`config.mk`:
```
export PLATFORM = sky130hd
export DESIGN_NAME = lp_inverse
export DESIGN_NICKNAME = d
export VERILOG_FILES = /design/src/rtl/lp_inverse.sv
export SDC_FILE = /design/constraint.sdc
export NUM_CORES = 1
export LEC_CHECK = 0
export BUFFER_PORTS_ARGS = -buffer_cell sky130_fd_sc_hd__buf_2
export CELL_PAD_IN_SITES_DETAIL_PLACEMENT = 1
export CELL_PAD_IN_SITES_GLOBAL_PLACEMENT = 2
export CORE_MARGIN = 2
export CORE_UTILIZATION = 30
export DETAILED_ROUTE_END_ITERATION = 6
export HOLD_SLACK_MARGIN = 0.05
export PLACE_DENSITY_LB_ADDON = 0.05
export RECOVER_POWER = 100
export SYNTH_ARGS = -nofsm -noshare
export SYNTH_HDL_FRONTEND = slang
export SYNTH_SLANG_ARGS = --single-unit
```
`constraint.sdc`:
```
create_clock -name clk -period 5.7 [get_ports clk]
set_clock_uncertainty 0.15 [all_clocks]
set_input_delay 0.285 -clock clk [delete_from_list [all_inputs] [get_ports clk]]
set_output_delay 0.285 -clock clk [all_outputs]
set_load 0.05 [all_outputs]
```
`src/rtl/lp_inverse.sv`:
```
// Inverse of the first-order IIR low-pass smoother: rebuilds the narrow input sample from the filtered stream.
// Optional build macro LP_INV_ROUND_EN selects round-half-up on the inverse-gain shift instead of floor.
module lp_inverse #(
    parameter int IN_W      = 24,
    parameter int OUT_W     = 12,
    parameter int INV_NUM   = 12428,
    parameter int INV_SHIFT = 7,
    parameter int NUM_W     = 16
) (
    input  logic             clk,
    input  logic             rst_n,
    input  logic             clr,
    input  logic             s_valid,
    output logic             s_ready,
    input  logic [IN_W-1:0]  s_data,
    output logic             m_valid,
    input  logic             m_ready,
    output logic [OUT_W-1:0] m_data,
    output logic             m_sat
);
    localparam int STAGES = 3;
    localparam int DIFF_W = IN_W + 1;
    localparam int PROD_W = IN_W + 1 + NUM_W + 1;
    localparam int SUM_W  = PROD_W + 1;

    localparam logic signed [PROD_W-1:0] INV_S = PROD_W'(INV_NUM);
    localparam logic signed [SUM_W-1:0]  MAXV  = SUM_W'((1 << OUT_W) - 1);
`ifdef LP_INV_ROUND_EN
    localparam logic signed [PROD_W-1:0] RND   = PROD_W'(1 << (INV_SHIFT - 1));
`endif

    typedef struct packed {
        logic signed [DIFF_W-1:0] diff;
        logic [IN_W-1:0]          y;
    } s1_t;

    typedef struct packed {
        logic signed [PROD_W-1:0] corr;
        logic [IN_W-1:0]          y;
    } s2_t;

    logic [STAGES:1]          vld_pipe;
    logic                     adv;
    logic                     in_xfer;
    logic [IN_W-1:0]          y_prev;
    s1_t                      st1;
    s2_t                      st2;
    logic signed [DIFF_W-1:0] diff_c;
    logic signed [PROD_W-1:0] prod_c;
    logic signed [PROD_W-1:0] corr_c;
    logic signed [SUM_W-1:0]  sum_c;
    logic [OUT_W-1:0]         sat_data;
    logic                     sat_flag;

    assign m_valid = vld_pipe[STAGES];
    assign adv     = !m_valid | m_ready;
    assign s_ready = adv & !clr & rst_n;
    assign in_xfer = s_valid & s_ready;

    // Zero-extended operands so the difference of two unsigned samples is exact.
    assign diff_c = $signed({1'b0, s_data}) - $signed({1'b0, y_prev});
    assign prod_c = PROD_W'($signed(st1.diff)) * INV_S;

`ifdef LP_INV_ROUND_EN
    assign corr_c = (prod_c + RND) >>> INV_SHIFT;
`else
    assign corr_c = prod_c >>> INV_SHIFT;
`endif

    assign sum_c = SUM_W'($signed(st2.corr)) + SUM_W'($signed({1'b0, st2.y}));

    always_comb begin
        sat_data = sum_c[OUT_W-1:0];
        sat_flag = 1'b0;
        if (sum_c < 0) begin
            sat_data = '0;
            sat_flag = 1'b1;
        end else if (sum_c > MAXV) begin
            sat_data = '1;
            sat_flag = 1'b1;
        end
    end

    // Whole pipe moves in lockstep; a stalled output freezes every stage.
    always_ff @(posedge clk) begin
        if (!rst_n) begin
            vld_pipe <= '0;
            y_prev   <= '0;
            st1      <= '0;
            st2      <= '0;
            m_data   <= '0;
            m_sat    <= 1'b0;
        end else if (clr) begin
            vld_pipe <= '0;
            y_prev   <= '0;
        end else if (adv) begin
            vld_pipe <= {vld_pipe[STAGES-1:1], in_xfer};
            if (in_xfer) begin
                st1.diff <= diff_c;
                st1.y    <= y_prev;
                y_prev   <= s_data;
            end
            st2.corr <= corr_c;
            st2.y    <= st1.y;
            m_data   <= sat_data;
            m_sat    <= sat_flag;
        end
    end
endmodule

```
==> results.md <==
- Root Driver: clkbuf_16
- DR vias/cell: 4.94
- CTS tree: done
- Total Routed Length: 38400 µm
- H-Tree Depth: 4
- Share of layout cells above drive strength 1: 5.09%
- Initial antenna violation count: 2
- Largest family of logic cells by synthesized area: adder cells
- Simple-Gate Fraction of Synth Area: 17.9%
- Failing checks: max-capacitance violations, max-slew violations
- Die area: 43400 µm²
- Slowest stage delay, CP: 550 ps
- Final Cycle Share: 92.5%
- Area Overhead vs Synth: 11.9%
- Area occupied by multi-input gates: 8590 µm²
- Final worst slack: 430 ps
- Initial Utilization: 30.5%
- Die Wd: 208 µm
- Seq/Total Area, Yosys: 23.3%
- Mapped Area: 12500 µm²
- Post-synth net total: 1817
- Nets: 1848
- Cells after synthesis: 1567
- Slew Limit Fails: 174
- Start point of the worst hold path: y_prev[22]
- Worst Hold Path EP: y_prev[22]
- Setup tns final: 0 ps
- Final setup violation count: 0
- Worst-Skew Late Latency: 450 ps
- Grt total ovfl: 0
- M3 GR Usage: 2.85%
- Power per cell area: 266 nW/µm²
- Reg clk slew, reported paths: 70 ps
- Syn. warnings: 0
- Hold path cells: 2
- First-pass GRT wire length: 61700 µm
- #FFs+latches synth: 146
- CP required: 5930 ps
- Routed len/inst: 17.9 µm
- Drt initial violations: 408
- M2 GR Usage: 28.8%
- Gpl congestion: 0.823
- Placed inst area: 13200 µm²
- Worst Setup End Kind: flop
- Slew margin rel.: -72.2%
- Crit Path Class: flop to flop
- Peak supply drop: 285 µV
- Io pins: 44
- Post-route cell area: 14000 µm²
- Worst hold path class: flop to flop
- M1 GR Usage: 25.8%
- Half-perimeter wire length after placement: 31300 µm
- # Post-CTS Setup Buffers: 0
- Final Hold Viols: 0
- Reg2Reg Depth: 17
- WP data arrival: 5500 ps
- FMAX: 190 MHz
- Number of remaining DRC errors: 0
- Post-synthesis xor/xnor area fraction: 4.47%
- Syn_area_per_cell: 7.99 µm²
- Crit path cell chain: ha_1, ha_1, fa_1, inv_1, fa_1, fa_1, inv_1, ha_1, nand2_1, nor3_1, a221oi_1, and2_0, a21bo_2, o21ai_0, xor2_1, nand2_1, a21oi_1
- Post-Place Cells: 2084
- Non-filler instance count after layout: 2144
- Most used routing layer: met2
- Reg2reg end: st2[52]
- Post-CTS sizing: 0
- Num Clock Sinks: 146
- Row Count: 74
- Min Tclk post-route: 5270 ps
- Filler instances: 4914
- Max-Cap Viols: 3
- Largest net degree at the start of global routing: 68
- Reg2reg start: st1[38]
- Leakage: 6.00 nW
- Synth cell types: 79
- Die Y: 208 µm
- Reg area: 2920 µm²
- Pre-CTS setup slack: 397 ps
- Initial DRT Pass Iterations: 4
- Slowest cell on crit path: fa_1
- Async SR Flop Fraction: 0%
- IO buf count: 43
- Post-synth EDFFs: 0
- Compound-gate portion of the synthesized area: 20.0%
- GRT Overall Usage: 18.1%
- Adder-cell share of the synthesized area: 26.0%
- Max Buffers Root-to-Sink: 2
- Routed Antenna Nets: 0
- TritonCTS buffer count: 17
- Core area: 41000 µm²
- Critical Path Start Type: flop
- Status: complete, but fails checks
- Post-synth top flop: dfxtp_1
- Worst-Margin Slew: 2580 ps
- Layout Utilization: 34.2%
- RSZ-0062 raised after global routing: no
- Vias in the first global route: 11000
- Mux cell area share after synthesis: 0.489%
- Vias: 10600
- CP max FO: 5
- Setup slack, reg-to-reg: 430 ps
-- cells by family after synthesis --
group / count (synthesis)
adders and majority gates: 221
muxes: 6
buffers and inverters: 246
AOI/OAI and AO/OA: 412
xor gates and xnor gates: 64
DFF: 146
and+or+nand+nor: 472
-- cell usage in the layout, fill, tap and decap left out, types with 29 or more instances in the layout --
| master | n |
|---|---|
| a21oi_1 | 156 |
| dfxtp_1 | 146 |
| fa_1 | 66 |
| ha_1 | 155 |
| inv_1 | 175 |
| nand2_1 | 221 |
| nand3_1 | 63 |
| nor2_1 | 59 |
| nor3_1 | 29 |
| o21ai_0 | 95 |
| xnor2_1 | 40 |
-- synth_stat cells, types with 9 or more instances --
master    instances  area, µm²
a211oi_1         12       90.1
a21o_1           25        188
a21oi_1         155        776
a31oi_1          12       75.1
and3_1           12       75.1
buf_1             9       33.8
clkbuf_1         50        188
dfxtp_1         146       2920
fa_1             66       1320
ha_1            155       1940
inv_1           175        657
nand2_1         221        830
nand2b_1         19        119
nand3_1          63        315
nand4_1          13       81.3
nor2_1           59        221
nor3_1           21        105
nor3_2            9       90.1
o211ai_1         10       75.1
o21a_1           20        150
o21ai_0          93        465
o21ai_1          17       85.1
o21bai_1          9       67.6
o31ai_1           9       67.6
xnor2_1          40        350
xor2_1           24        210
-- per-layer routing --
| layer | up-vias | share of wire [%] |
|---|---|---|
| met4 | 0 | 1.4 |
| met5 | - | 0 |
| met2 | 82 | 45 |
| met3 | 31 | 2.0 |
| met1 | 5034 | 52 |
| li1 | 5439 | - |
-- worst max path at each step --
stage,depth (start not counted),start,to
after CTS,17,st1[28],st2[56]
after global placement,17,st1[28],st2[56]
after detailed placement,17,st1[28],st2[56]
after floorplan,18,st1[29],st2[44]
final,17,st1[38],st2[52]
after global routing,17,st1[38],st2[52]
-- repair_timing --
action	4_1_cts	5_1_grt
hold buffers	27	0
hold endpoints to repair	27	0
setup endpoints to repair	0	0
-- critical path, delay by kind of cell (launching register included) --
| kind | cells | cell delay (ps) |
|---|---|---|
| AOI/OAI and AO/OA | 4 | 880 |
| and+or+nand+nor | 4 | 840 |
| buffers and inverters | 2 | 100 |
| adders and majority gates | 6 | 2600 |
| xor gates and xnor gates | 1 | 200 |
| DFF | 1 | 440 |
-- through the flow --
step                      total power [W]  hold WS (ps)
final                             0.00373           301
after floorplan                   0.00217           271
after detailed placement          0.00251           290
after global placement            0.00250           288
after global routing              0.00402           322
after CTS                         0.00382           300
-- flip-flops by register name, summed over array words and instances, names as in the netlist --
name,count
y_prev,24
vld_pipe,3
m_sat,1
m_data,12
st2,57
st1,49
-- power breakdown --
part	switching (W)	total (W)	internal, W
combinational	0.000809	0.00132	0.000509
clock	0.000474	0.00125	0.000779
sequential	0.0000759	0.00116	0.00109
-- cell type report --
class	instances	area share (%)
multi-input combinational	1175	61.3
timing repair buffer	81	3.83
inverter	177	4.74
antenna	1	0.0178
clock inverter	12	1.46
clock buffer	20	3.11
sequential	146	20.8
tap	532	4.75
Note: power is estimated with default switching activity, not from simulation.
